## src/rtl/alu_arbiter.sv

```systemverilog
// Round-robin arbiter/sequencer sharing one combinational 8-bit ALU between NUM_REQ requesters.
// One operation in flight; divide-by-zero is answered locally and never waits on the ALU.
module alu_arbiter #(
  parameter int NUM_REQ     = 4,
  parameter int EXEC_CYCLES = 1,
  parameter int ID_W        = $clog2(NUM_REQ)
) (
  input  logic                 clk,
  input  logic                 rst,
  input  logic [NUM_REQ-1:0]   req_valid,
  output logic [NUM_REQ-1:0]   req_ready,
  input  logic [8*NUM_REQ-1:0] req_a,
  input  logic [8*NUM_REQ-1:0] req_b,
  input  logic [4*NUM_REQ-1:0] req_sel,
  output logic [7:0]           alu_a,
  output logic [7:0]           alu_b,
  output logic [3:0]           alu_sel,
  input  logic [15:0]          alu_out,
  input  logic                 alu_carry,
  output logic                 rsp_valid,
  input  logic                 rsp_ready,
  output logic [15:0]          rsp_data,
  output logic                 rsp_carry,
  output logic                 rsp_err,
  output logic [ID_W-1:0]      rsp_id,
  output logic                 busy
);
  localparam logic [3:0] SEL_DIV  = 4'b0011;
  localparam logic [3:0] CNT_LAST = 4'(EXEC_CYCLES - 1);

  typedef enum logic [1:0] {IDLE, EXEC, RESP} state_t;
  state_t state, state_nxt;

  logic [NUM_REQ-1:0][7:0] a_lane, b_lane;
  logic [NUM_REQ-1:0][3:0] sel_lane;
  logic [ID_W-1:0]         rr_ptr, grant, cand;
  logic                    any_vld, div0;
  logic [3:0]              cnt;

  assign a_lane   = req_a;
  assign b_lane   = req_b;
  assign sel_lane = req_sel;

  // Walk offsets high to low so the nearest valid requester after rr_ptr wins.
  always_comb begin
    grant   = '0;
    cand    = '0;
    any_vld = 1'b0;
    for (int k = NUM_REQ - 1; k >= 0; k--) begin
      cand = ID_W'((int'(rr_ptr) + k) % NUM_REQ);
      if (req_valid[cand]) begin
        grant   = cand;
        any_vld = 1'b1;
      end
    end
  end

  assign div0 = (sel_lane[grant] == SEL_DIV) && (b_lane[grant] == 8'h00);

  always_comb begin
    req_ready = '0;
    if (state == IDLE && any_vld) req_ready[grant] = 1'b1;
  end

  assign rsp_valid = (state == RESP);
  assign busy      = (state != IDLE);

  always_ff @(posedge clk or posedge rst) begin
    if (rst) state <= IDLE;
    else     state <= state_nxt;
  end

  always_comb begin
    state_nxt = state;
    case (state)
      IDLE:    if (any_vld) state_nxt = div0 ? RESP : EXEC;
      EXEC:    if (cnt == CNT_LAST) state_nxt = RESP;
      RESP:    if (rsp_ready) state_nxt = IDLE;
      default: state_nxt = IDLE;
    endcase
  end

  always_ff @(posedge clk or posedge rst) begin
    if (rst) begin
      rr_ptr    <= '0;
      cnt       <= '0;
      alu_a     <= '0;
      alu_b     <= '0;
      alu_sel   <= '0;
      rsp_data  <= '0;
      rsp_carry <= 1'b0;
      rsp_err   <= 1'b0;
      rsp_id    <= '0;
    end else begin
      case (state)
        IDLE: if (any_vld) begin
          alu_a   <= a_lane[grant];
          alu_b   <= b_lane[grant];
          alu_sel <= sel_lane[grant];
          rsp_id  <= grant;
          rr_ptr  <= (int'(grant) == NUM_REQ - 1) ? '0 : grant + 1'b1;
          cnt     <= '0;
          if (div0) begin
            rsp_data  <= 16'hFFFF;
            rsp_carry <= 1'b0;
            rsp_err   <= 1'b1;
          end
        end
        EXEC: begin
          cnt <= cnt + 4'd1;
          if (cnt == CNT_LAST) begin
            rsp_data  <= alu_out;
            rsp_carry <= alu_carry;
            rsp_err   <= 1'b0;
          end
        end
        default: ;
      endcase
    end
  end
endmodule

```

## config.mk

```make
export PLATFORM = sky130hd
export DESIGN_NAME = alu_arbiter
export DESIGN_NICKNAME = d
export VERILOG_FILES = /design/src/rtl/alu_arbiter.sv
export SDC_FILE = /design/constraint.sdc
export NUM_CORES = 1
export LEC_CHECK = 0
export BUFFER_PORTS_ARGS = -buffer_cell sky130_fd_sc_hd__buf_4
export CAP_MARGIN = 10
export CORE_ASPECT_RATIO = 0.8
export CORE_MARGIN = 4
export CORE_UTILIZATION = 45
export DETAILED_ROUTE_END_ITERATION = 8
export PLACE_DENSITY_LB_ADDON = 0.08
export SYNTH_ARGS = -nofsm -noshare
export SYNTH_HDL_FRONTEND = slang
export SYNTH_SLANG_ARGS = --single-unit
```

## constraint.sdc

```tcl
create_clock -name clk -period 3.52 [get_ports clk]
set_input_delay 0.528 -clock clk [delete_from_list [all_inputs] [get_ports clk]]
set_output_delay 0.528 -clock clk [all_outputs]
set_load 0.005 [all_outputs]
```

==> run summary, run 1 <==
Setup_tns - 0 ps
Max-Cap Viols - 0
Total CTS buffers - 5
PwrDens - 756 nW/µm²
Total Power - 3.04 mW
Combinational share of power - 53.9%
Port bufs - 149
Via count - 2500
Slew HR - 24.8%
Crit path to - rsp_data[1]$_DFFE_PP0P_
Vias in the first global route - 2547
DP HPWL - 5.76 mm
Crit path required time - 3760 ps
Max Fclk - 328 MHz
Primary FF master, synth - dfrtp_1
DRT Wirelength - 7.28 mm
Crit Path Class - input port to register
GPL Wtd Cong - 0.785
DR WL/cell - 14.5 µm
Internal power - 1.90 mW
Seq/Total Area, Yosys - 44.0%
Finish-stage setup viols - 0
Worst Max-Slew Pin Slew - 1120 ps
Total global-route track usage - 20.3%
Outcome - completed
Hold-fix buffers, CTS - 0
R2r setup slk - 500 ps
First-pass detailed-route iteration total - 4
Warnings, synthesis - 0
Worst setup path start - req_valid[2]
Clk sink count - 48
Iteration-0 DRC Markers - 64
Worst Skew - 9.35 ps
Num rows - 25
RSZ-0062 raised after global routing - false
ANT nets after route - 0
Mapped Nets - 387
Worst-path fanout max - 17
Clock power share - 13.3%
Global-route wire length before repair - 11.7 mm
Die footprint - 7380 µm²
Yosys reg bits - 48
Remaining DRCs - 0
CP Launch Type - input port
Layout cells sized above 1 - 44.3%
CTS root buffer - clkbuf_8
Clock Latency Late Sink - 300 ps
Ports - 150
Leakage Power - 2.17 nW
Synth Cell Area - 2730 µm²
Minimum clock period - 3050 ps
Crit path DAT - 3290 ps
Sw frac - 37.3%
Worst r2r src - rr_ptr[0]$_DFFE_PP0P_
Max-slew violations - 0
Pin count of the biggest net entering global routing - 49
Gr ovfl total - 0
Peak supply drop - 0.335 mV
Initial Utilization - 46.4%
Critical path capture point type - register
Die width - 95.0 µm
Fin crit share - 86.7%
Flop pwr share - 32.8%
# resized after CTS - 0
Reg2reg end - rsp_data[1]$_DFFE_PP0P_
Syn_area_per_cell - 9.85 µm²
Final Hold Fails - 0
Post-synth EDFFs - 0
Worst hold path type - input port to register
Bufs on Longest Clock Path - 2
Chip height - 77.6 µm
Reg2reg path depth - 9
# diodes - 0
Post-DR vias/cell - 4.97
Htree depth - 2
Final nets - 531
Worst-path clk slew - 90 ps
Area growth, synth to finish - 47.4%
TritonCTS clock tree - built
Initial antenna violation count - 0
Switching power - 1.13 mW
Fill count - 499
Core ar. - 5880 µm²
Distinct cell type count after synthesis - 28
Setup repair bufs after CTS - 0
Ys async rst share - 100%
Synthesized instance count - 277
-- area by class of cell --
| type | instances | area [µm²] | share of cell area (%) |
|---|---|---|---|
| multi-input combinational | 205 | 1430 | 35.4 |
| clock inverter | 3 | 46.3 | 1.15 |
| tap | 81 | 101 | 2.52 |
| timing repair buffer | 153 | 1150 | 28.6 |
| inverter | 8 | 30.0 | 0.747 |
| clock buffer | 5 | 68.8 | 1.71 |
| sequential | 48 | 1200 | 29.9 |
-- critical path, stage by stage --
cell and delay [ps]:
buf_4 110, nor2b_1 140, a21o_1 180, a211oi_4 550, inv_2 240, mux2i_1 200
mux2_2 170, nand4b_1 140, or4_1 860, nand2_1 160
-- logic make-up after synthesis --
kind of cell / count (synthesis) / share of synthesized area [%]
multiplexers: 69 / 26.2
flip-flops: 48 / 44.0
AO/OA/AOI/OAI: 50 / 10.4
adder cells (fa/ha/maj): 6 / 2.75
AND/OR/NAND/NOR: 80 / 12.8
buffers and inverters: 24 / 3.76
-- synth_stat cells, types with 3 or more instances --
master	instances	share of area [%]
inv_1	7	0.96
mux2_2	20	8.3
a21o_1	3	0.83
nor2_1	6	0.83
ha_1	6	2.8
mux2i_1	49	18
dfrtp_1	48	44
and3_1	4	0.92
a21oi_1	7	1.3
o21ai_0	36	6.6
nand2_1	55	7.6
nand2b_1	4	0.92
buf_2	4	0.73
clkbuf_1	10	1.4
-- cells in the final DEF, fill, tap and decap left out, types with 2 or more instances in the layout --
| cell | n |
|---|---|
| clkbuf_8 | 5 |
| ha_1 | 6 |
| and3_1 | 4 |
| buf_4 | 153 |
| mux2_2 | 20 |
| a21oi_1 | 7 |
| mux2i_1 | 49 |
| nor2b_1 | 2 |
| nand4_1 | 2 |
| nor2_1 | 6 |
| o21ai_0 | 36 |
| nor3_1 | 2 |
| nand2_1 | 55 |
| nand4b_1 | 2 |
| a21o_1 | 3 |
| inv_2 | 2 |
| nand2b_1 | 4 |
| inv_1 | 6 |
| dfrtp_1 | 48 |
-- worst min-delay path by stage --
stage,start,to,cells after the start
6_report,alu_out[0],rsp_data[0]$_DFFE_PP0P_,3
5_1_grt,alu_out[9],rsp_data[9]$_DFFE_PP0P_,3
4_1_cts,alu_out[0],rsp_data[0]$_DFFE_PP0P_,3
3_5_place_dp,rsp_err$_DFFE_PP0P_,rsp_err$_DFFE_PP0P_,2
3_3_place_gp,alu_a[7]$_DFFE_PP0P_,alu_a[7]$_DFFE_PP0P_,2
2_1_floorplan,cnt[3]$_DFFE_PP0P_,cnt[3]$_DFFE_PP0P_,1
-- stage by stage --
stage          hold slack (ps)  setup WS, ps  area, µm²  instances  util (%)
3_3_place_gp               463           263       3910        495      66.4
3_5_place_dp               465           142       3910        495      66.4
4_1_cts                    425           474       4020        503      68.4
2_1_floorplan              451           718       2730        277         -
5_1_grt                    418           292       4020        503      68.4
6_report                   432           468       4020        503      68.4
-- sequential cells by signal, indices dropped and copies added (netlist names) --
signal,cells
rsp_data,16
rsp_carry,1
rr_ptr,2
alu_sel,4
alu_a,8
alu_b,8
rsp_err,1
rsp_id,2
cnt,4
state,2
-- routing by layer --
metal  vias up  global-route usage, %  wire length (µm)
met1      1151                   23.1              2820
met2        90                   35.9              3710
met3        12                   5.62               603
li1       1247                      -                 -
met4         0                   7.35               148
met5         -                      0                 0
-- power by group through the flow --
| stage | Sequential [mW] | Clock [mW] | Combinational, mW |
|---|---|---|---|
| floorplan | 1.00 | 0 | 0.955 |
| global placement | 0.996 | 0 | 1.63 |
| detailed placement | 1.01 | 0 | 1.66 |
| CTS | 1.00 | 0.416 | 1.67 |
| global route | 1.04 | 0.442 | 1.83 |
| finish | 0.998 | 0.404 | 1.64 |
No activity file was read; power rests on OpenSTA's default activity.
==> run 2, diff against run 1 <==
--- a/config.mk
+++ b/config.mk
@@ -8,7 +8,7 @@
 export BUFFER_PORTS_ARGS = -buffer_cell sky130_fd_sc_hd__buf_4
 export CAP_MARGIN = 10
 export CORE_ASPECT_RATIO = 0.8
-export CORE_MARGIN = 4
+export CORE_MARGIN = 3
 export CORE_UTILIZATION = 45
 export DETAILED_ROUTE_END_ITERATION = 8
 export PLACE_DENSITY_LB_ADDON = 0.08
==> run 2 against run 1 <==
Net effect: sequential share of layout area rose by 0.22 points; combinational power barely moved; via count fell by 0.24%; cell area fell by 0.72%; wire length fell by 0.73%; worst hold slack improved by 6.8 ps; cell count fell by 0.80%; critical endpoint unchanged.
==> run summary, run 2 (synthesis gave the netlist of run 1 again) <==
Outcome - completed
Total global-route track usage - 20.0%
Gr ovfl total - 0
Area growth, synth to finish - 46.4%
Initial Utilization - 48.3%
Crit path DAT - 3270 ps
CTS root buffer - clkbuf_8
First-pass detailed-route iteration total - 4
ANT nets after route - 0
Hold-fix buffers, CTS - 0
Peak supply drop - 0.359 mV
Final Hold Fails - 0
Vias in the first global route - 2533
# resized after CTS - 0
Flop pwr share - 33.5%
# diodes - 0
Slew HR - 23.0%
CP delay by family, top - simple AND/OR/NAND/NOR gates
Fin crit share - 86.5%
Layout cells sized above 1 - 44.2%
Post-DR vias/cell - 5.00
Biggest register - rsp_data
Internal power - 1.84 mW
Die footprint - 7040 µm²
Switching power - 1.14 mW
Port bufs - 149
Setup repair bufs after CTS - 0
TritonCTS clock tree - built
M1 wire length - 2.88 mm
Via count - 2494
Clk sink count - 48
DP HPWL - 5.64 mm
Initial antenna violation count - 0
Most common cell after layout, fill and taps aside - buf_4
Core ar. - 5650 µm²
Sw frac - 38.2%
Total Power - 2.98 mW
Crit-path max cell delay - 830 ps
Total CTS buffers - 5
Highest-delay cell along the critical path - or4_1
Htree depth - 2
Worst path cell trace - buf_4 -> nor2b_1 -> a21o_1 -> a211oi_4 -> inv_2 -> mux2i_1 -> mux2_2 -> nand4b_1 -> or4_1 -> nand2_1
Max-Cap Viols - 0
DR WL/cell - 14.5 µm
Final hold slack - 439 ps
Global-route wire length before repair - 11.2 mm
Placed cell count - 491
Routed wl met3 - 535 µm
Combinational share of power - 54.8%
Bufs on Longest Clock Path - 2
Critical path capture point type - register
Crit Path Class - input port to register
Chip height - 75.6 µm
Pin count of the biggest net entering global routing - 49
Worst-path fanout max - 17
GPL Wtd Cong - 0.773
Most frequent cells in the layout - 152 x buf_4, 55 x nand2_1, 49 x mux2i_1
Clock power share - 11.7%
Clock Latency Late Sink - 300 ps
Setup_tns - 0 ps
Minimum clock period - 3050 ps
Final nets - 530
Worst hold path type - input port to register
Ports - 150
Worst Skew - 17.3 ps
Non-filler cells, final - 499
Leakage Power - 2.16 nW
Buf/Inv on CP - 2
Max Fclk - 328 MHz
Worst Max-Slew Pin Slew - 1150 ps
CP Launch Type - input port
RSZ-0062 raised after global routing - false
Max-slew violations - 0
Die width - 93.0 µm
Max reg flops - 16
Iteration-0 DRC Markers - 39
Worst-path clk slew - 100 ps
Max Used Layer - met4
PwrDens - 747 nW/µm²
Crit path required time - 3750 ps
Routed wl met2 - 3.77 mm
Num rows - 24
Finish-stage setup viols - 0
Largest regs - rsp_data (16), alu_a (8), alu_b (8)
Remaining DRCs - 0
DRT Wirelength - 7.23 mm
run 2: changes by cell type in the layout (fill, tap and decap cells not counted):
cell	before	now
clkinvlp_4	1	2
bufinv_16	1	0
clkbuf_8	5	6
inv_6	1	0
buf_4	153	152
run 2: final cells by class:
cell class	instances	area, µm²
clock buffers	6	82.6
clock inverters	2	15.0
fillers	471	1650
inverters	8	30.0
multi-input cells	205	1430
flip-flops and latches	48	1200
well taps	78	97.6
repair buffers	152	1140
run 2: path summary, 6_finish.rpt:
kind	cells past startpoint	slack (ps)	to	startpoint
max in group asynchronous	2	2450	alu_b[2]$_DFFE_PP0P_	rst
min in group asynchronous	2	460	rsp_data[12]$_DFFE_PP0P_	rst
setup reg to reg	9	520	rsp_data[1]$_DFFE_PP0P_	rr_ptr[0]$_DFFE_PP0P_
setup / recovery	10	470	rsp_data[1]$_DFFE_PP0P_	req_valid[2]
hold / removal	3	440	rsp_data[3]$_DFFE_PP0P_	alu_out[3]
hold reg to reg	2	490	rsp_err$_DFFE_PP0P_	rsp_err$_DFFE_PP0P_
run 2: power by group through the flow:
stage	clock, mW	combinational (mW)	sequential (mW)
global placement	0	1.62	0.996
global route	0.381	1.84	1.03
floorplan	0	0.955	1.00
finish	0.350	1.63	0.999
detailed placement	0	1.66	1.01
CTS	0.359	1.66	1.00
run 2: metal layers:
metal,up-vias,GRT usage [%]
met1,1162,23.1
met3,4,5.63
li1,1245,-
met5,-,0
met2,83,38.1
met4,0,3.74
run 2: tightest hold or removal path, stage by stage:
cell and delay (ps):
buf_4 80, mux2i_1 50, nand2_1 60
run 2: stage by stage:
step                cell area [µm²]  worst slack (ps)  utilization [%]
floorplan                      2730               718                -
global placement               3890               256             69.0
detailed placement             3890               126             69.0
CTS                            3990               436             70.7
global route                   3990               318             70.7
finish                         3990               474             70.7
==> run 3, diff against run 2 <==
--- a/config.mk
+++ b/config.mk
@@ -9,9 +9,9 @@
 export CAP_MARGIN = 10
 export CORE_ASPECT_RATIO = 0.8
 export CORE_MARGIN = 3
-export CORE_UTILIZATION = 45
+export CORE_UTILIZATION = 40
 export DETAILED_ROUTE_END_ITERATION = 8
-export PLACE_DENSITY_LB_ADDON = 0.08
+export PLACE_DENSITY = 0.76
 export SYNTH_ARGS = -nofsm -noshare
 export SYNTH_HDL_FRONTEND = slang
 export SYNTH_SLANG_ARGS = --single-unit
==> constraint.sdc (replaced) <==
create_clock -name clk -period 2.75 [get_ports clk]
set_input_delay 0.4125 -clock clk [delete_from_list [all_inputs] [get_ports clk]]
set_output_delay 0.4125 -clock clk [all_outputs]
set_load 0.005 [all_outputs]
==> run 3 against run 2 <==
Net effect: via count is 3.2% higher; utilization down 7.8 points; clock power rose by 45%; highest routed layer unchanged; largest power group unchanged; first-iteration DRC count grew 28%.
==> run summary, run 3 (synthesis gave the netlist of run 1 again) <==
Crit Path Class - register to register
Sw frac - 37.3%
Global-route wire length before repair - 12.0 mm
Finish-stage setup viols - 0
Peak supply drop - 0.423 mV
Gr ovfl total - 0
Fill count - 563
Worst path cell trace - a21oi_1 -> o32a_2 -> buf_4 -> mux2i_1 -> mux2_2 -> nand4_1 -> or4_1 -> buf_4 -> nand2_1
Max-Cap Viols - 0
Num rows - 26
CTS root buffer - clkbuf_8
Cell area after placement - 3980 µm²
Max reg flops - 16
Clk sink count - 48
Clock Latency Late Sink - 290 ps
Crit path required time - 2980 ps
Minimum clock period - 2590 ps
Total global-route track usage - 18.8%
GPL Wtd Cong - 0.838
Fin crit share - 94.3%
Slew HR - 64.6%
CP delay by family, top - simple AND/OR/NAND/NOR gates
Worst Skew - 8.93 ps
# resized after CTS - 0
Die width - 98.3 µm
Setup repair bufs after CTS - 0
Final nets - 539
Hold-fix buffers, CTS - 0
Worst-path fanout max - 17
Highest-delay cell along the critical path - o32a_2
Layout cells sized above 1 - 45.3%
Post-DR vias/cell - 5.01
Leakage Power - 2.22 nW
Max Fclk - 385 MHz
DRT Wirelength - 7.65 mm
Most frequent cells in the layout - 160 x buf_4, 55 x nand2_1, 49 x mux2i_1
Switching power - 1.47 mW
Outcome - completed
Final Hold Fails - 0
Crit path DAT - 2830 ps
# diodes - 0
Flop pwr share - 32.6%
Worst hold path type - input port to asynchronous set/reset pin
Total CTS buffers - 5
Port bufs - 149
Largest regs - rsp_data (16), alu_a (8), alu_b (8)
Remaining DRCs - 0
Initial Utilization - 41.9%
First-pass detailed-route iteration total - 4
ANT nets after route - 0
Most common cell after layout, fill and taps aside - buf_4
PwrDens - 961 nW/µm²
Worst Max-Slew Pin Slew - 531 ps
Combinational share of power - 54.5%
DR WL/cell - 14.9 µm
Most frequent CP cell - buf_4
Biggest register - rsp_data
DP HPWL - 6.23 mm
Internal power - 2.47 mW
Die footprint - 7850 µm²
Via count - 2574
Crit-path max cell delay - 480 ps
Vias in the first global route - 2488
Worst-path clk slew - 100 ps
RSZ-0062 raised after global routing - false
Area growth, synth to finish - 50.1%
DP Worst Slack - -2.78 ps
Initial antenna violation count - 0
CP Launch Type - register
Final worst setup slack - 156 ps
Critical path capture point type - register
Pin count of the biggest net entering global routing - 48
Ports - 150
Final hold slack - 120 ps
Core ar. - 6510 µm²
Max-slew violations - 0
Htree depth - 2
Chip height - 79.9 µm
TritonCTS clock tree - built
Buf/Inv on CP - 2
Bufs on Longest Clock Path - 2
Final instance area - 4090 µm²
Clock power share - 12.9%
Iteration-0 DRC Markers - 50
Util after Layout - 62.9%
run 3: power groups by stage:
stage | sequential (mW) | clock [mW] | combinational, mW
final | 1.28 | 0.509 | 2.14
after floorplan | 1.28 | 0 | 1.22
after detailed placement | 1.29 | 0 | 2.17
after global placement | 1.28 | 0 | 2.13
after CTS | 1.28 | 0.528 | 2.18
after global routing | 1.33 | 0.554 | 2.40
run 3: per-layer routing:
metal	part of all wire [%]	up-vias	GRT usage, %
met5	0	-	0
met4	0.99	0	4.37
met3	5.9	6	4.10
met2	53	85	34.1
met1	40	1220	22.8
li1	-	1263	-
run 3: worst paths after layout:
kind / slack [ps] / endpoint / cells after the start / startpoint
max in group asynchronous: 2030 / alu_sel[1]$_DFFE_PP0P_ / 3 / rst
min in group clk: 330 / rsp_data[1]$_DFFE_PP0P_ / 3 / alu_out[1]
max: 160 / rsp_data[1]$_DFFE_PP0P_ / 9 / rr_ptr[1]$_DFFE_PP0P_
min reg2reg: 480 / alu_a[0]$_DFFE_PP0P_ / 2 / alu_a[0]$_DFFE_PP0P_
min: 120 / rsp_data[14]$_DFFE_PP0P_ / 2 / rst
max reg2reg: 160 / rsp_data[1]$_DFFE_PP0P_ / 9 / rr_ptr[1]$_DFFE_PP0P_
run 3: layout make-up:
cell class	instances	area, µm²	share of cell area (%)
Sequential cell	48	1200	29.3
Inverter	8	30.0	0.733
Clock inverter	3	42.5	1.04
Clock buffer	5	68.8	1.68
Tap cell	84	105	2.57
Multi-Input combinational cell	205	1430	34.8
Timing Repair Buffer	161	1220	29.8
run 3: per-stage QoR:
step,power [mW],cells,setup TNS (ps)
global route,4.28,514,0
finish,3.93,514,0
detailed placement,3.47,506,-2.78
CTS,3.99,514,0
floorplan,2.50,277,0
global placement,3.41,506,0
